[config.mk]
export PLATFORM = sky130hd
export DESIGN_NAME = alu_rs
export DESIGN_NICKNAME = d
export VERILOG_FILES = /design/src/rtl/alu_rs.sv
export SDC_FILE = /design/constraint.sdc
export NUM_CORES = 2
export LEC_CHECK = 0
export ABC_AREA = 1
export CORE_MARGIN = 2
export CORE_UTILIZATION = 40
export CTS_CLUSTER_DIAMETER = 150
export DETAILED_ROUTE_END_ITERATION = 12
export PLACE_DENSITY_LB_ADDON = 0.15
export SLEW_MARGIN = 30
export SYNTH_ARGS = -nofsm -noshare
export SYNTH_HDL_FRONTEND = slang
export SYNTH_SLANG_ARGS = --single-unit
[constraint.sdc]
create_clock -name clk -period 5.7 [get_ports clk]
set_input_delay 1.425 -clock clk [delete_from_list [all_inputs] [get_ports clk]]
set_output_delay 1.425 -clock clk [all_outputs]
set_load 0.05 [all_outputs]
[src/rtl/alu_rs.sv]
`default_nettype none
// ============================================================================
//  Module      : alu_rs
//  Description : ALU reservation station. Holds up to RS_DEPTH decoded ALU
//                ops, snoops ALU/LS result broadcasts to capture operands by
//                rename tag, and issues the lowest-index ready op into a
//                registered issue slot toward the ALU.
//  Ports       : clk, rst (async, active low)
//                dispatch : dispEn, dispOp, dispDataO/TagO, dispDataT/TagT,
//                           dispDestTag, dispDestName -> rsFull
//                snoop    : ALUwrtEn/Tag/Data, LSwrtEn/Tag/Data
//                issue    : aluReady -> aluEn, aluOp, aluA, aluB,
//                           aluDestTag, aluDestName
//  Revision    : 1.0  initial release
// ============================================================================
module alu_rs #(
    parameter int                RS_DEPTH = 8,
    parameter int                DATA_W   = 32,
    parameter int                TAG_W    = 4,
    parameter int                OP_W     = 6,
    parameter int                NAME_W   = 5,
    parameter logic [TAG_W-1:0]  TAG_FREE = '0
) (
    input  logic              clk,
    input  logic              rst,
    input  logic              dispEn,
    input  logic [OP_W-1:0]   dispOp,
    input  logic [DATA_W-1:0] dispDataO,
    input  logic [TAG_W-1:0]  dispTagO,
    input  logic [DATA_W-1:0] dispDataT,
    input  logic [TAG_W-1:0]  dispTagT,
    input  logic [TAG_W-1:0]  dispDestTag,
    input  logic [NAME_W-1:0] dispDestName,
    output logic              rsFull,
    input  logic              ALUwrtEn,
    input  logic [TAG_W-1:0]  ALUwrtTag,
    input  logic [DATA_W-1:0] ALUwrtData,
    input  logic              LSwrtEn,
    input  logic [TAG_W-1:0]  LSwrtTag,
    input  logic [DATA_W-1:0] LSwrtData,
    input  logic              aluReady,
    output logic              aluEn,
    output logic [OP_W-1:0]   aluOp,
    output logic [DATA_W-1:0] aluA,
    output logic [DATA_W-1:0] aluB,
    output logic [TAG_W-1:0]  aluDestTag,
    output logic [NAME_W-1:0] aluDestName
);

    localparam int c_IDX_W = (RS_DEPTH > 1) ? $clog2(RS_DEPTH) : 1;
    localparam int c_CNT_W = $clog2(RS_DEPTH + 1);
    localparam logic [c_CNT_W-1:0] c_DEPTH = c_CNT_W'(RS_DEPTH);

    // Entry storage
    logic [RS_DEPTH-1:0] r_valid_q, w_valid_d;
    logic [OP_W-1:0]     r_op_q    [RS_DEPTH];
    logic [OP_W-1:0]     w_op_d    [RS_DEPTH];
    logic [DATA_W-1:0]   r_vo_q    [RS_DEPTH];
    logic [DATA_W-1:0]   w_vo_d    [RS_DEPTH];
    logic [TAG_W-1:0]    r_qo_q    [RS_DEPTH];
    logic [TAG_W-1:0]    w_qo_d    [RS_DEPTH];
    logic [DATA_W-1:0]   r_vt_q    [RS_DEPTH];
    logic [DATA_W-1:0]   w_vt_d    [RS_DEPTH];
    logic [TAG_W-1:0]    r_qt_q    [RS_DEPTH];
    logic [TAG_W-1:0]    w_qt_d    [RS_DEPTH];
    logic [TAG_W-1:0]    r_dtag_q  [RS_DEPTH];
    logic [TAG_W-1:0]    w_dtag_d  [RS_DEPTH];
    logic [NAME_W-1:0]   r_dname_q [RS_DEPTH];
    logic [NAME_W-1:0]   w_dname_d [RS_DEPTH];

    // Occupancy
    logic [c_CNT_W-1:0]  r_count_q, w_count_d;
    logic                r_full_q, w_full_d;

    // Issue slot
    logic                r_alu_en_q, w_alu_en_d;
    logic [OP_W-1:0]     r_alu_op_q, w_alu_op_d;
    logic [DATA_W-1:0]   r_alu_a_q, w_alu_a_d;
    logic [DATA_W-1:0]   r_alu_b_q, w_alu_b_d;
    logic [TAG_W-1:0]    r_alu_dtag_q, w_alu_dtag_d;
    logic [NAME_W-1:0]   r_alu_dname_q, w_alu_dname_d;

    // Control
    logic [RS_DEPTH-1:0] w_ready;
    logic                w_alu_hit, w_ls_hit;
    logic                w_load_ok, w_iss_found, w_issue;
    logic [c_IDX_W-1:0]  w_iss_idx;
    logic                w_alloc_found, w_accept;
    logic [c_IDX_W-1:0]  w_alloc_idx;
    logic [DATA_W-1:0]   w_disp_vo, w_disp_vt;
    logic [TAG_W-1:0]    w_disp_qo, w_disp_qt;

    // Returns {data, tag} after applying broadcasts to one operand. ALU is
    // checked last so that it wins if both buses carry the same tag.
    function automatic logic [DATA_W+TAG_W-1:0] f_snoop(
        input logic [TAG_W-1:0]  tag,
        input logic [DATA_W-1:0] data,
        input logic              alu_hit,
        input logic [TAG_W-1:0]  alu_tag,
        input logic [DATA_W-1:0] alu_data,
        input logic              ls_hit,
        input logic [TAG_W-1:0]  ls_tag,
        input logic [DATA_W-1:0] ls_data
    );
        logic [DATA_W+TAG_W-1:0] res;
        res = {data, tag};
        if (ls_hit && (tag == ls_tag)) begin
            res = {ls_data, TAG_FREE};
        end
        if (alu_hit && (tag == alu_tag)) begin
            res = {alu_data, TAG_FREE};
        end
        return res;
    endfunction

    // A broadcast carrying TAG_FREE must never match a waiting operand.
    assign w_alu_hit = ALUwrtEn && (ALUwrtTag != TAG_FREE);
    assign w_ls_hit  = LSwrtEn  && (LSwrtTag  != TAG_FREE);

    // Selection: ready/free sets come from registered state only, so there is
    // no combinational path from any input to the issue slot.
    always_comb begin
        w_iss_found   = 1'b0;
        w_iss_idx     = '0;
        w_alloc_found = 1'b0;
        w_alloc_idx   = '0;
        for (int i = 0; i < RS_DEPTH; i++) begin
            w_ready[i] = r_valid_q[i] && (r_qo_q[i] == TAG_FREE) && (r_qt_q[i] == TAG_FREE);
        end
        // Descending scan: the last hit written is the lowest index.
        for (int i = RS_DEPTH - 1; i >= 0; i--) begin
            if (w_ready[i]) begin
                w_iss_found = 1'b1;
                w_iss_idx   = c_IDX_W'(i);
            end
            if (!r_valid_q[i]) begin
                w_alloc_found = 1'b1;
                w_alloc_idx   = c_IDX_W'(i);
            end
        end
    end

    assign w_load_ok = !r_alu_en_q || aluReady;
    assign w_issue   = w_load_ok && w_iss_found;
    assign w_accept  = dispEn && !r_full_q && w_alloc_found;

    // Dispatch bypass: operands whose producer broadcasts this cycle
    always_comb begin
        {w_disp_vo, w_disp_qo} = f_snoop(dispTagO, dispDataO, w_alu_hit, ALUwrtTag, ALUwrtData,
                                         w_ls_hit, LSwrtTag, LSwrtData);
        {w_disp_vt, w_disp_qt} = f_snoop(dispTagT, dispDataT, w_alu_hit, ALUwrtTag, ALUwrtData,
                                         w_ls_hit, LSwrtTag, LSwrtData);
    end

    // Entry next state: snoop, free on issue, allocate on dispatch
    always_comb begin
        w_valid_d = r_valid_q;
        for (int i = 0; i < RS_DEPTH; i++) begin
            w_op_d[i]    = r_op_q[i];
            w_vo_d[i]    = r_vo_q[i];
            w_qo_d[i]    = r_qo_q[i];
            w_vt_d[i]    = r_vt_q[i];
            w_qt_d[i]    = r_qt_q[i];
            w_dtag_d[i]  = r_dtag_q[i];
            w_dname_d[i] = r_dname_q[i];
            if (r_valid_q[i]) begin
                {w_vo_d[i], w_qo_d[i]} = f_snoop(r_qo_q[i], r_vo_q[i], w_alu_hit, ALUwrtTag,
                                                 ALUwrtData, w_ls_hit, LSwrtTag, LSwrtData);
                {w_vt_d[i], w_qt_d[i]} = f_snoop(r_qt_q[i], r_vt_q[i], w_alu_hit, ALUwrtTag,
                                                 ALUwrtData, w_ls_hit, LSwrtTag, LSwrtData);
            end
            if (w_issue && (w_iss_idx == c_IDX_W'(i))) begin
                w_valid_d[i] = 1'b0;
            end
            // Allocation targets a slot that was free before this edge, so it
            // never collides with the entry being issued.
            if (w_accept && (w_alloc_idx == c_IDX_W'(i))) begin
                w_valid_d[i] = 1'b1;
                w_op_d[i]    = dispOp;
                w_vo_d[i]    = w_disp_vo;
                w_qo_d[i]    = w_disp_qo;
                w_vt_d[i]    = w_disp_vt;
                w_qt_d[i]    = w_disp_qt;
                w_dtag_d[i]  = dispDestTag;
                w_dname_d[i] = dispDestName;
            end
        end
    end

    // Issue slot and occupancy next state
    always_comb begin
        w_alu_en_d    = r_alu_en_q;
        w_alu_op_d    = r_alu_op_q;
        w_alu_a_d     = r_alu_a_q;
        w_alu_b_d     = r_alu_b_q;
        w_alu_dtag_d  = r_alu_dtag_q;
        w_alu_dname_d = r_alu_dname_q;
        if (w_issue) begin
            w_alu_en_d    = 1'b1;
            w_alu_op_d    = r_op_q[w_iss_idx];
            w_alu_a_d     = r_vo_q[w_iss_idx];
            w_alu_b_d     = r_vt_q[w_iss_idx];
            w_alu_dtag_d  = r_dtag_q[w_iss_idx];
            w_alu_dname_d = r_dname_q[w_iss_idx];
        end else if (w_load_ok) begin
            w_alu_en_d = 1'b0;
        end
        w_count_d = r_count_q + c_CNT_W'(w_accept) - c_CNT_W'(w_issue);
        w_full_d  = (w_count_d == c_DEPTH);
    end

    always_ff @(posedge clk or negedge rst) begin
        if (!rst) begin
            r_valid_q     <= '0;
            r_count_q     <= '0;
            r_full_q      <= 1'b0;
            r_alu_en_q    <= 1'b0;
            r_alu_op_q    <= '0;
            r_alu_a_q     <= '0;
            r_alu_b_q     <= '0;
            r_alu_dtag_q  <= '0;
            r_alu_dname_q <= '0;
            for (int i = 0; i < RS_DEPTH; i++) begin
                r_op_q[i]    <= '0;
                r_vo_q[i]    <= '0;
                r_qo_q[i]    <= TAG_FREE;
                r_vt_q[i]    <= '0;
                r_qt_q[i]    <= TAG_FREE;
                r_dtag_q[i]  <= '0;
                r_dname_q[i] <= '0;
            end
        end else begin
            r_valid_q     <= w_valid_d;
            r_count_q     <= w_count_d;
            r_full_q      <= w_full_d;
            r_alu_en_q    <= w_alu_en_d;
            r_alu_op_q    <= w_alu_op_d;
            r_alu_a_q     <= w_alu_a_d;
            r_alu_b_q     <= w_alu_b_d;
            r_alu_dtag_q  <= w_alu_dtag_d;
            r_alu_dname_q <= w_alu_dname_d;
            for (int i = 0; i < RS_DEPTH; i++) begin
                r_op_q[i]    <= w_op_d[i];
                r_vo_q[i]    <= w_vo_d[i];
                r_qo_q[i]    <= w_qo_d[i];
                r_vt_q[i]    <= w_vt_d[i];
                r_qt_q[i]    <= w_qt_d[i];
                r_dtag_q[i]  <= w_dtag_d[i];
                r_dname_q[i] <= w_dname_d[i];
            end
        end
    end

    assign rsFull      = r_full_q;
    assign aluEn       = r_alu_en_q;
    assign aluOp       = r_alu_op_q;
    assign aluA        = r_alu_a_q;
    assign aluB        = r_alu_b_q;
    assign aluDestTag  = r_alu_dtag_q;
    assign aluDestName = r_alu_dname_q;

endmodule
`default_nettype wire
Word-level counts from Yosys, hierarchy flattened
Index checks and enable logic that the tools add are counted.
Storage, ports and cells
  register bits: 789
  output and inout bits: 81
Cells by class
  add/sub/neg operators: 2
  order comparisons: 1
  equal/unequal tests: 51
  multiplexer cells: 165
  bitwise logic cells: 1
  reduce and logical (&&, ||, !) cells: 145
Operators with widths (number)
  36-bit two-way mux: 36
  32-bit two-way mux: 36
  32-bit binary-select mux with 3-bit select: 2
  4-bit equality test: 36
  4-bit two-way mux: 34
  1-bit logical AND: 73
  4-bit logical NOT: 16
  3-bit two-way mux: 16
  3-bit nonzero test: 16
  1-bit two-way mux: 34
  2-bit nonzero test: 17
  2-bit AND reduction: 16
  3-bit equality test, second input constant: 8
  6-bit binary-select mux with 3-bit select: 1
  5-bit binary-select mux with 3-bit select: 1
  4-bit binary-select mux with 3-bit select: 1
  3-bit by 2-bit equality test with 1-bit output, second input constant: 4
  6-bit two-way mux: 2
  5-bit two-way mux: 2
  4-bit nonzero test: 2
  3-bit by 1-bit equality test with 1-bit output, second input constant: 2
  3-bit logical NOT: 2
  4-bit by 1-bit adder with 4-bit output: 1
  4-bit equality test, second input constant: 1
  other kinds (5): 6

Longest topological paths before layout
  word-level depth: 15
  mapped depth: 19
  mapped depth without buffers: 17

Least setup slack after synthesis
No wires, ideal clock.
  path kind: input to register
  from: in dispEn
  to: reg r_full_q, in the netlist rsFull
  setup time: 0.101 ns
  arrival: 3.088 ns
  required time: 5.599 ns
  slack: 2.511 ns
  stages on the path: 11
  buffers on the path: 0
  cells stage by stage: inv_1 -> nor2_1 -> a21boi_1 -> inv_1 -> ha_1 -> inv_1 -> ha_1 -> inv_1 -> fa_1 -> inv_1 -> nor4_1
On the way
  longest elaborated chain between the ends: 5
RTL lines
  from (decl): line 26  | input logic dispEn,
  1-bit logical AND (2 in series): line 145  | assign w_accept = dispEn && !r_full_q && w_alloc_found;
  4-bit by 1-bit adder with 4-bit output: line 208  | w_count_d = r_count_q + c_CNT_W'(w_accept) - c_CNT_W'(w_issue);
  4-bit by 1-bit subtractor with 4-bit output: line 208
  named net w_count_d[1]: line 72  | logic [c_CNT_W-1:0] r_count_q, w_count_d;
  4-bit equality test: line 209  | w_full_d = (w_count_d == c_DEPTH);
  named net w_full_d: line 73  | logic r_full_q, w_full_d;
  to (signal assigned): line 235  | r_full_q <= w_full_d;
  to (decl): line 73
The timed path passes the listed nets, and every way through them passes these cells.
A chain may end at the register's enable or synchronous reset.

Worst setup path in the final report
  from: in LSwrtTag[0]
  to: reg r_vt_q[41] (netlist bit)
On the way
  longest elaborated chain between the ends: 6
  elaborated cells on any way between the ends: 11
RTL lines
  from (decl): line 39  | input logic [TAG_W-1:0] LSwrtTag,
  4-bit nonzero test: line 118  | assign w_ls_hit = LSwrtEn && (LSwrtTag != TAG_FREE);
  1-bit logical AND: line 118
  1-bit logical AND: line 107  | if (ls_hit && (tag == ls_tag)) begin
  36-bit two-way mux: line 107
  36-bit two-way mux: line 110  | if (alu_hit && (tag == alu_tag)) begin
  32-bit two-way mux: line 177  | if (w_accept && (w_alloc_idx == c_IDX_W'(i))) begin
  to (signal, indexed assignment): line 246  | r_vt_q[i] <= w_vt_d[i];
  to (decl): line 62  | logic [DATA_W-1:0] r_vt_q [RS_DEPTH];
Parallel ways exist; a longest one is shown, timed or not.

==> flow_summary.json <==
{
  "final_nets": 6851,
  "grt.total_usage_pct": 33.48,
  "rr_worst_depth": 11,
  "seq_area_frac_synth_pct": 41.08,
  "die_area_um2": 122900,
  "routed_wirelength_mm": 209.2,
  "power_density_nw_per_um2": 687.7,
  "rsz0062_at_grt": "false",
  "finalSetupViolations": 0,
  "hold_class": "flip-flop to flip-flop",
  "setup-tns-final_ns": 0,
  "finalCritPeriodShare_pct": 71.61,
  "clock_latency_ns": 0.71,
  "grt_max_degree": 148,
  "end_kind": "flip-flop",
  "slew-limit-headroom_pct": 27.17,
  "postCtsHoldBufs": 0,
  "avgViaCountPerCell": 5.958,
  "cts-root-buf": "clkbuf_16",
  "synth_warnings": 0,
  "max-cap-violations": 0,
  "final_cell_count_no_fill": 8370,
  "numClockSinks": 789,
  "place_congestion": 0.9285,
  "finish.utilization_pct": 45.66,
  "syn2layout_area_growth_pct": 13.53,
  "arrival_ns": 4.67,
  "netlist_area_um2": 48060,
  "drc": 0,
  "hold_ws_ns": 0.4811,
  "start_util_pct": 40.22,
  "drive_gt1_share_pct": 5.847,
  "io_buffers": 245,
  "yosysUniqueCellTypes": 44,
  "finalHoldViolations": 0,
  "hpwlAfterDp_mm": 126.0,
  "vdd_drop_max_uv": 1018,
  "core-area_um2": 119500,
  "die_h_um": 350.6,
  "postCtsSetupBuffers": 0,
  "grt_pass1_vias": 45523,
  "fin_crit_ns": 4.082,
  "num_rows": 127,
  "num_vias": 49871,
  "h-tree-depth": 3,
  "clk_pin_slew_worst_paths_ns": 0.06,
  "grt.overflow.total": 0,
  "place_inst": 8196,
  "tightest_slew_ns": 1.093,
  "status": "finished clean",
  "detail-route-antenna-nets": 0,
  "power_leakage_uw": 0.02651,
  "antenna_found_initial": 7,
  "cts_buffer_depth": 3,
  "critPathLaunchType": "input pin",
  "post_cts_resized": 0,
  "seqCellArea_um2": 19740,
  "drt_iter0_drc": 7060,
  "ys_top_cells_by_area": "dfrtp_1 (41%), nand2_1 (15%), o21ai_0 (10%)",
  "synth_top_area_share_pct": 41.08,
  "worstSetupPathType": "input pin to flip-flop",
  "synth_largest_area_cell": "dfrtp_1",
  "multi_input_area_um2": 23760,
  "worstPathRequired_ns": 6.29,
  "fill_cells": 12123,
  "wire_per_inst_um": 24.99,
  "grt_pass1_wl_mm": 310.1,
  "io_pins": 246,
  "holdPathStages": 2,
  "worst-path-max-fanout": 40,
  "clock.fmax_ghz": 0.2450,
  "slew_viol_final": 0,
  "die_w_um": 350.6,
  "fin_worst_skew_ns": 0.03953,
  "synth_nets": 6974,
  "netlist_instances": 6804,
  "drt_pass1_iterations": 6,
  "ys_ff_latch": 789,
  "cts_tree": "yes",
  "syn_area_per_cell_um2": 7.064,
  "cts_made_buffers": 95
}
==> layout make-up <==
cell class,count,share of cell area (%)
multi-input cells,4878,43.54
flip-flops and latches,789,36.19
repair buffers,392,7.143
clock buffers,140,5.033
well taps,1612,3.697
inverters,525,3.632
clock inverters,32,0.7567
diodes,2,0.009173
==> final timing paths <==
path | start | endpoint | slack [ns]
min | r_vo_q[133]$_DFFE_PN0P_ | r_vo_q[133]$_DFFE_PN0P_ | 0.48
max in group asynchronous | rst | aluA[26]$_DFFE_PN0P_ | 3.64
max | LSwrtTag[0] | r_vt_q[41]$_DFFE_PN0P_ | 1.62
min in group asynchronous | rst | r_dname_q[27]$_DFFE_PN0P_ | 0.76
min reg2reg | r_vo_q[133]$_DFFE_PN0P_ | r_vo_q[133]$_DFFE_PN0P_ | 0.48
max reg2reg | r_qt_q[29]$_DFFE_PN0P_ | aluA[8]$_DFFE_PN0P_ | 1.82
==> cells by family after synthesis <==
group | Yosys count | share of synthesized area [%]
flip-flops | 789 | 41.08
AND/OR/NAND/NOR | 3092 | 26.30
adder cells (fa/ha/maj) | 5 | 0.1458
AO/OA/AOI/OAI | 1671 | 20.61
buffers and inverters | 1137 | 9.856
XOR/XNOR | 110 | 2.005
==> flip-flops by register name, indices dropped and copies added, names as in the netlist <==
name / flops
aluA: 32
aluB: 32
aluDestName: 5
aluDestTag: 4
aluEn: 1
aluOp: 6
r_count_q: 4
r_dname_q: 40
r_dtag_q: 32
r_op_q: 48
r_qo_q: 32
r_qt_q: 32
r_valid_q: 8
r_vo_q: 256
r_vt_q: 256
rsFull: 1
==> cells in the final DEF, fill, tap and decap left out, types with 25 or more instances in the layout <==
cell type and count:
clkdlybuf4s50_1 244, nand3_1 622, o211ai_1 29, clkbuf_16 95
o21ai_0 1003, o21ai_2 38, buf_12 26, o21ai_1 29
clkbuf_1 25, dfrtp_1 789, buf_4 118, a21oi_1 109
xor2_1 49, nand2_1 1887, o221ai_1 288, o22ai_1 134
nand4_1 37, a31oi_1 30, inv_1 501, nor2_1 489
xnor2_1 61
==> report_power, final <==
group	internal, uW	leakage [uW]	total, uW	switching, uW
combinational	6080	0.0151	21400	15300
sequential	8280	0.00985	9820	1540
clock	3620	0.00156	6320	2700
==> synth_stat cells (all sizes together) <==
master / count
nor2: 496
o22ai: 134
o211ai: 29
a31oi: 30
fa: 1
nand3: 623
inv: 525
o221ai: 288
o21ai: 1071
a21oi: 113
or2: 2
o21a: 1
nand2: 1906
buf: 278
o31ai: 2
nand4: 40
clkbuf: 334
nor3: 9
dfrtp: 789
a21boi: 1
xnor2: 61
nor4: 16
xor2: 49
a211oi: 2
ha: 4
==> layer usage <==
| layer | track usage [%] | share of wire (%) | vias up |
|---|---|---|---|
| met5 | 0 | 0.023 | - |
| met4 | 11.52 | 3.4 | 8 |
| met3 | 8.430 | 12 | 467 |
| met2 | 48.35 | 42 | 3175 |
| met1 | 48.34 | 43 | 23776 |
| li1 | - | - | 22445 |
==> critical path, stage by stage <==
cell             delay [ns]
clkdlybuf4s50_1        0.43
buf_4                  0.19
inv_1                  0.48
nor2_1                 0.09
nor4_1                 0.30
nand3_1                0.11
nand2_1                0.07
o21ai_1                0.07
inv_2                  0.64
o21ai_0                0.53
o22ai_1                0.26
==> stage by stage <==
stage / instance area, um^2 / setup slack (ns) / total power [uW]
floorplan: 48060 / 2.511 / 23450
global placement: 51380 / 0.9851 / 30530
detailed placement: 51400 / 1.012 / 30700
CTS: 54560 / 1.742 / 37110
global route: 54560 / 1.449 / 39890
finish: 54560 / 1.618 / 37520
Note: power is estimated with default switching activity, not from simulation.
